### src/rtl/pulse_tracer_pkg.sv
// Shared constants and helpers for the pulse_tracer input conditioner.
package pulse_tracer_pkg;

    // Default synchronizer depth and stability window.
    localparam int SYNC_STAGES_DEF   = 2;
    localparam int STABLE_CYCLES_DEF = 1;

    // Width of a counter that must hold values 0..max_val without wrapping.
    function automatic int cnt_width(input int max_val);
        return (max_val < 2) ? 1 : $clog2(max_val + 1);
    endfunction

endpackage

### src/rtl/pulse_tracer_sync.sv
// N-flop synchronizer for an asynchronous 1-bit input, synchronous active-low reset.
module pulse_tracer_sync #(
    parameter int N = 2
) (
    input  logic clk,
    input  logic rst_n,
    input  logic d,
    output logic q
);

    logic [N-1:0] sync_q;

    // Shift the raw input through the flop chain; reset clears every stage.
    always_ff @(posedge clk) begin
        if (!rst_n) begin
            sync_q <= '0;
        end else begin
            sync_q[0] <= d;
            for (int i = 1; i < N; i++) begin
                sync_q[i] <= sync_q[i-1];
            end
        end
    end

    assign q = sync_q[N-1];

endmodule

### src/rtl/pulse_tracer.sv
// pulse_tracer: synchronizes a noisy asynchronous input, accepts a new level only
// after STABLE_CYCLES consecutive synced samples, and emits a 1-cycle strobe per
// accepted rising edge.
// Optional macro PULSE_TRACER_BOTH_EDGES_EN: strobe on accepted falling edges too.
module pulse_tracer
    import pulse_tracer_pkg::*;
#(
    parameter int SYNC_STAGES   = SYNC_STAGES_DEF,
    parameter int STABLE_CYCLES = STABLE_CYCLES_DEF
) (
    input  logic clk,
    input  logic rst_n,
    input  logic noisy_in,
    output logic pulse_out
);

    localparam int CNT_W = $clog2(STABLE_CYCLES + 1);
    localparam logic [CNT_W-1:0] CNT_LAST = CNT_W'(STABLE_CYCLES - 1);

    // Reject illegal configurations at elaboration.
    if (SYNC_STAGES < 1) begin : g_bad_sync
        $error("pulse_tracer: SYNC_STAGES must be >= 1");
    end
    if (STABLE_CYCLES < 1) begin : g_bad_stable
        $error("pulse_tracer: STABLE_CYCLES must be >= 1");
    end

    logic             s;
    logic             filt;
    logic [CNT_W-1:0] cnt;
    logic             accept;
    logic             pulse_d;

    pulse_tracer_sync #(
        .N (SYNC_STAGES)
    ) u_sync (
        .clk   (clk),
        .rst_n (rst_n),
        .d     (noisy_in),
        .q     (s)
    );

    // A new level is accepted on the last cycle of an unbroken run of differing samples.
    always_comb begin
        accept = (s != filt) && (cnt == CNT_LAST);
    end

`ifdef PULSE_TRACER_BOTH_EDGES_EN
    // Strobe on every accepted transition, either polarity.
    always_comb begin
        pulse_d = accept;
    end
`else
    // Strobe only when the accepted level is high (rising edge).
    always_comb begin
        pulse_d = accept && s;
    end
`endif

    // Stability filter: count differing samples, restart on any return to filt,
    // saturating at the acceptance point so the counter never wraps.
    always_ff @(posedge clk) begin
        if (!rst_n) begin
            filt <= 1'b0;
            cnt  <= '0;
        end else if (s == filt) begin
            cnt <= '0;
        end else if (cnt == CNT_LAST) begin
            filt <= s;
            cnt  <= '0;
        end else begin
            cnt <= cnt + CNT_W'(1);
        end
    end

    // Registered output strobe; high for the single cycle in which filt takes the new level.
    always_ff @(posedge clk) begin
        if (!rst_n) begin
            pulse_out <= 1'b0;
        end else begin
            pulse_out <= pulse_d;
        end
    end

endmodule

### config.mk
export PLATFORM = sky130hd
export DESIGN_NAME = pulse_tracer
export DESIGN_NICKNAME = d
export VERILOG_FILES = /design/src/rtl/pulse_tracer_pkg.sv /design/src/rtl/pulse_tracer_sync.sv /design/src/rtl/pulse_tracer.sv
export SDC_FILE = /design/constraint.sdc
export NUM_CORES = 1
export LEC_CHECK = 0
export BUFFER_PORTS_ARGS = -buffer_cell sky130_fd_sc_hd__buf_2
export CAP_MARGIN = 20
export CELL_PAD_IN_SITES_DETAIL_PLACEMENT = 0
export CELL_PAD_IN_SITES_GLOBAL_PLACEMENT = 1
export CORE_AREA = 2 2 39 41
export DETAILED_ROUTE_END_ITERATION = 12
export DIE_AREA = 0 0 41 43
export PLACE_DENSITY = 0.37
export SYNTH_ARGS = -nofsm -noshare
export SYNTH_HDL_FRONTEND = slang
export SYNTH_SLANG_ARGS = --single-unit
### constraint.sdc
create_clock -name clk -period 0.8 [get_ports clk]
set_input_delay 0.12 -clock clk [delete_from_list [all_inputs] [get_ports clk]]
set_output_delay 0.12 -clock clk [all_outputs]
set_load 0.02 [all_outputs]
==> results of run 1 <==
logic make-up after synthesis:
kind of cell | Yosys count | synth area share [%]
other cells | 1 | 2.58
simple gates | 4 | 21.6
flops | 5 | 69.0
mux | 1 | 6.90
layer usage:
| metal | share of wire, % | GRT usage, % |
|---|---|---|
| met1 | 47 | 2.56 |
| met3 | 19 | 7.85 |
| met5 | 0 | 0 |
| met4 | 0 | 2.00 |
| met2 | 33 | 2.19 |
sequential cells by signal (all words and copies together) (netlist names):
| signal | count |
|---|---|
| pulse_out | 1 |
| u_sync.sync_q | 2 |
| filt | 1 |
| cnt | 1 |
what timing repair did:
| action | CTS | global route |
|---|---|---|
| pin swaps | 0 | 0 |
| endpoints found under the hold margin | 0 | 0 |
| gates resized for setup | 2 | 1 |
| endpoints found under the setup margin | 1 | 1 |
cell usage after synthesis:
master	count
nor2b_1	1
mux2i_1	1
dfxtp_1	5
and2_1	2
and4bb_2	1
conb_1	1
stage by stage:
stage	TNS, ps	std cells	worst slack [ps]	total power, mW
floorplan	0	11	147	0.276
global placement	0	30	124	0.284
CTS	0	34	1.35	0.585
detailed placement	0	30	119	0.283
global route	-11.3	34	-11.3	0.596
finish	0	34	13.3	0.568
power groups by stage:
stage	Sequential, mW	Clock (mW)	Combinational (mW)
floorplan	0.268	0	0.00781
global placement	0.268	0	0.0160
detailed placement	0.268	0	0.0158
CTS	0.263	0.304	0.0170
global route	0.264	0.314	0.0184
finish	0.263	0.288	0.0167
layout by cell type, fill, tap and decap left out:
cell,netlist,routed
buf_2,0,2
mux2i_1,1,1
buf_6,0,1
and2_1,2,2
conb_1,1,1
dfxtp_1,5,4
clkbuf_4,0,3
dfxtp_2,0,1
clkbuf_1,0,1
nor2b_1,1,1
and4bb_2,1,1
layout make-up:
class / count / area, µm² / area share, %
multi-input combinational: 6 / 45.0 / 21.1
tap: 16 / 20.0 / 9.36
clock buffer: 4 / 26.3 / 12.3
sequential: 5 / 101 / 47.4
timing repair buffer: 3 / 21.3 / 9.94
path summary, 6_finish.rpt:
path | from | endpoint | slack, ps | cells past startpoint
setup / recovery | pulse_out$_SDFF_PN0_ | pulse_out | 10 | 1
hold / removal | noisy_in | u_sync.sync_q[0]$_SDFF_PN0_ | 90 | 2
setup reg to reg | cnt$_SDFF_PP0_ | pulse_out$_SDFF_PN0_ | 120 | 1
hold reg to reg | u_sync.sync_q[0]$_SDFF_PN0_ | u_sync.sync_q[1]$_SDFF_PN0_ | 430 | 1
==> results.yml, run 1 <==
route:
  drcViolationCount: 0
  wl_per_cell_um: 5.53
  drtPass1Iterations: 1
  via_per_inst: 2.65
  drt_iter0_markers: 0
  vias: 90
  ant_nets: 0
  routed_wl_um: 188
final_layout:
  num-fill-cells: 156
  diodes: 0
  drive_above_1_share_pct: 44.4
  utilization_pct: 15.5
  postLayoutCellArea_um2: 214
  area_delta_synth_final_pct: 47.4
  layout.nets: 22
yosys:
  ys_warn_count: 0
  synth_top_area_share_pct: 69.0
  ys_seq_area_share_pct: 69.0
  synth_area_leader_cell: "dfxtp_1"
  synth_cells: 11
  avgSynthCellArea_um2: 13.2
  syn-cell-area_um2: 145
  synth-seq-cells: 5
  ys_types: 6
  yosys-top-cells-area: "dfxtp_1, and2_1, and4bb_2, mux2i_1, nor2b_1"
  syn_nets: 14
timing:
  fmax_ghz: 1.27
  hold_viol_final: 0
  rsz0062_at_grt: "true"
  drv_slew: 0
  finalSetupViolCount: 0
  min_period_ps: 787
  whs_ps: 86.3
  period_share_pct: 98.3
  fin_worst_skew_ps: 2.52
power_and_ir_drop:
  p_sw_mw: 0.109
  power_density_mw_per_mm2: 2650
  p_int_mw: 0.459
  clockPowerShare_pct: 50.7
  leakagePower_nw: 0.0900
  pwr-share-comb_pct: 2.9
  ir_worst_vdd_v: 0.000984
  seq_power_share_pct: 46.4
  p_sw_share_pct: 19.1
job:
  drv_cap: 0
clocking:
  post_cts_buffers: 0
  cts_hold_buf: 0
  cts-root-buf: "clkbuf_4"
  cts_max_level: 1
  numCtsBuffers: 3
  cts_buffer_depth: 2
  clk_latency_ps: 240
  cts_tree: "yes"
  cts_sinks: 5
  path_clk_slew_ps: 40
placement:
  gp_congestion: 0.525
  port_buffers: 3
  placed_area_um2: 180
die:
  die_x_um: 41
  ios: 4
  die-area_mm2: 0.00176
  die_h_um: 43
  initial_core_util_pct: 10.5
  placementRows: 14
  core_area_mm2: 0.00138
critical_path:
  path_buf_inv: 1
  critical_path.cell_chain: "buf_6"
  critPathTopFamily: "flip-flops"
  end_kind: "output port"
  cp.required_ps: 680
  crit_path_top_delay_cell: "dfxtp_2"
  crit_arrival_ps: 670
  critical_path_class: "register to output port"
  critPathMaxFanout: 1
  crit_path_start_kind: "register"
  crit_path_max_incr_delay_ps: 310
grt:
  grt_pass1_wl_um: 276
  grt_max_degree: 5
  grt_use_total_pct: 3.31
  first_global_vias: 80
  antenna_found_initial: 0
  grt_overflow: 0
worst_hold_path:
  hold_class: "primary input to register"
status:
  status: "complete, no violations"
Note: power is estimated with default switching activity, not from simulation.
==> inputs of run 2 (changes only) <==
PLACE_DENSITY = not set   (was 0.37)
PLACE_DENSITY_LB_ADDON = 0.1   (was not set)
==> run 2 against run 1 <==
Final cell count unchanged. First-iteration DRC count is the same. Total power increased by 0.15%. Clock-buffer cell count did not move. Sequential power about the same. Critical endpoint unchanged. Non-clock buffer count stayed put. Register-to-register slack about the same. Maximum frequency shrank 0.16%. Combinational power rose by 4%. Sequential share of layout area is the same.
==> results.yml, run 2 (same netlist as run 1, synthesis figures left out) <==
route:
  top_layer_used: "met3"
  drtPass1Iterations: 1
  routed_wl_um: 211
  drcViolationCount: 0
  vias: 88
  wl_per_cell_um: 6.21
  via_per_inst: 2.59
  ant_nets: 0
  drt_iter0_markers: 0
  met2_length_um: 97
  wl_met1_um: 95
  wl_met3_um: 18
die:
  die_x_um: 41
  ios: 4
  core_area_mm2: 0.00138
  initial_core_util_pct: 10.5
  die-area_mm2: 0.00176
  placementRows: 14
  die_h_um: 43
power_and_ir_drop:
  power_density_mw_per_mm2: 2660
  p_int_mw: 0.459
  p_sw_share_pct: 19.3
  p_sw_mw: 0.110
  clockPowerShare_pct: 50.6
  leakagePower_nw: 0.0900
  pwr-share-comb_pct: 3.1
  ir_worst_vdd_v: 0.000733
  total_power_mw: 0.569
  seq_power_share_pct: 46.4
placement:
  port_buffers: 3
  placed_area_um2: 180
  pre_cts_ws_ps: 108
  gp_congestion: 0.545
final_layout:
  layout_common_cells: "dfxtp_1, clkbuf_4, and2_1, buf_2"
  seq_area_um2: 101
  num-fill-cells: 155
  layout.nets: 22
  diodes: 0
  largest_reg_flops: 2
  largest_register: "u_sync.sync_q"
  multi_input_area_um2: 45.0
  postLayoutCellArea_um2: 214
  layout_commonest_cell: "dfxtp_1"
  utilization_pct: 15.5
  area_delta_synth_final_pct: 47.4
  drive_above_1_share_pct: 44.4
clocking:
  numCtsBuffers: 3
  cts_tree: "yes"
  cts-root-buf: "clkbuf_4"
  post_cts_buffers: 0
  clk_latency_ps: 240
  cts_sinks: 5
  cts_buffer_depth: 2
  path_clk_slew_ps: 40
  cts_max_level: 1
critical_path:
  crit_path_top_delay_cell: "dfxtp_2"
  cp.required_ps: 680
  reg2reg_setup_slack_ps: 110
  end_kind: "output port"
  rr_startpoint: "cnt$_SDFF_PP0_"
  path_buf_inv: 1
  reg2reg_depth: 2
  critical_path.cell_chain: "buf_6"
  critical_path_class: "register to output port"
  crit_arrival_ps: 670
  critPathTopFamily: "flip-flops"
  crit_path_max_incr_delay_ps: 310
  critPathMaxFanout: 1
  reg2reg_to: "filt$_SDFFE_PN0P_"
  crit_path_start_kind: "register"
grt:
  grt_max_degree: 5
  first_global_vias: 96
  grt_overflow: 0
  grt_use_total_pct: 3.51
  grt_pass1_wl_um: 331
  antenna_found_initial: 0
timing:
  period_share_pct: 98.5
  fmax_ghz: 1.27
  min_period_ps: 788
  drv_slew: 0
  fin_worst_skew_ps: 1.27
  fin_ws_ps: 12.1
  rsz0062_at_grt: "true"
  finalSetupViolCount: 0
  hold_viol_final: 0
  whs_ps: 91.3
worst_hold_path:
  hold_class: "primary input to register"
  min_path_cells: 2
  hp-start: "noisy_in"
  holdPathEnd: "u_sync.sync_q[0]$_SDFF_PN0_"
job:
  drv_cap: 0
status:
  status: "complete, no violations"
run 2: cell counts in the layout (fill, tap and decap cells not counted):
No cell type changed its count.
run 2: worst reg2reg max path, cell delays in order (launching register included):
cell and delay [ps]:
dfxtp_1 330, mux2i_1 190, nor2b_1 60
run 2: area by class of cell:
class | count | area share, %
multi-input combinational | 6 | 21.1
sequential | 5 | 47.4
tap | 16 | 9.36
clock buffer | 4 | 12.3
timing repair buffer | 3 | 9.94
run 2: timing repair:
action,4_1_cts,5_1_grt
setup endpoints to repair,1,1
resized for setup,3,0
hold buffers,0,0
run 2: worst max path at each step:
stage | from | end | slack (ps) | cells past startpoint
finish | pulse_out$_SDFF_PN0_ | pulse_out | 10 | 1
global route | pulse_out$_SDFF_PN0_ | pulse_out | -9 | 1
CTS | pulse_out$_SDFF_PN0_ | pulse_out | -1 | 1
detailed placement | cnt$_SDFF_PP0_ | filt$_SDFFE_PN0P_ | 110 | 2
global placement | cnt$_SDFF_PP0_ | filt$_SDFFE_PN0P_ | 120 | 2
floorplan | cnt$_SDFF_PP0_ | pulse_out$_SDFF_PN0_ | 150 | 1
run 2: layer usage:
| metal | vias up | track usage [%] |
|---|---|---|
| met5 | - | 0 |
| li1 | 47 | - |
| met4 | 0 | 6.00 |
| met2 | 4 | 3.44 |
| met3 | 0 | 3.14 |
| met1 | 37 | 2.88 |
run 2: through the flow:
| stage | std cells | setup TNS [ps] |
|---|---|---|
| 5_1_grt | 34 | -8.95 |
| 3_5_place_dp | 30 | 0 |
| 3_3_place_gp | 30 | 0 |
| 2_1_floorplan | 11 | 0 |
| 4_1_cts | 34 | -1.07 |
| 6_report | 34 | 0 |
run 2: power by group through the flow:
| stage | Sequential (mW) | Combinational [mW] | Clock, mW |
|---|---|---|---|
| after floorplan | 0.268 | 0.00781 | 0 |
| after global placement | 0.268 | 0.0162 | 0 |
| after detailed placement | 0.268 | 0.0163 | 0 |
| after CTS | 0.264 | 0.0174 | 0.303 |
| after global routing | 0.264 | 0.0192 | 0.319 |
| final | 0.264 | 0.0174 | 0.288 |
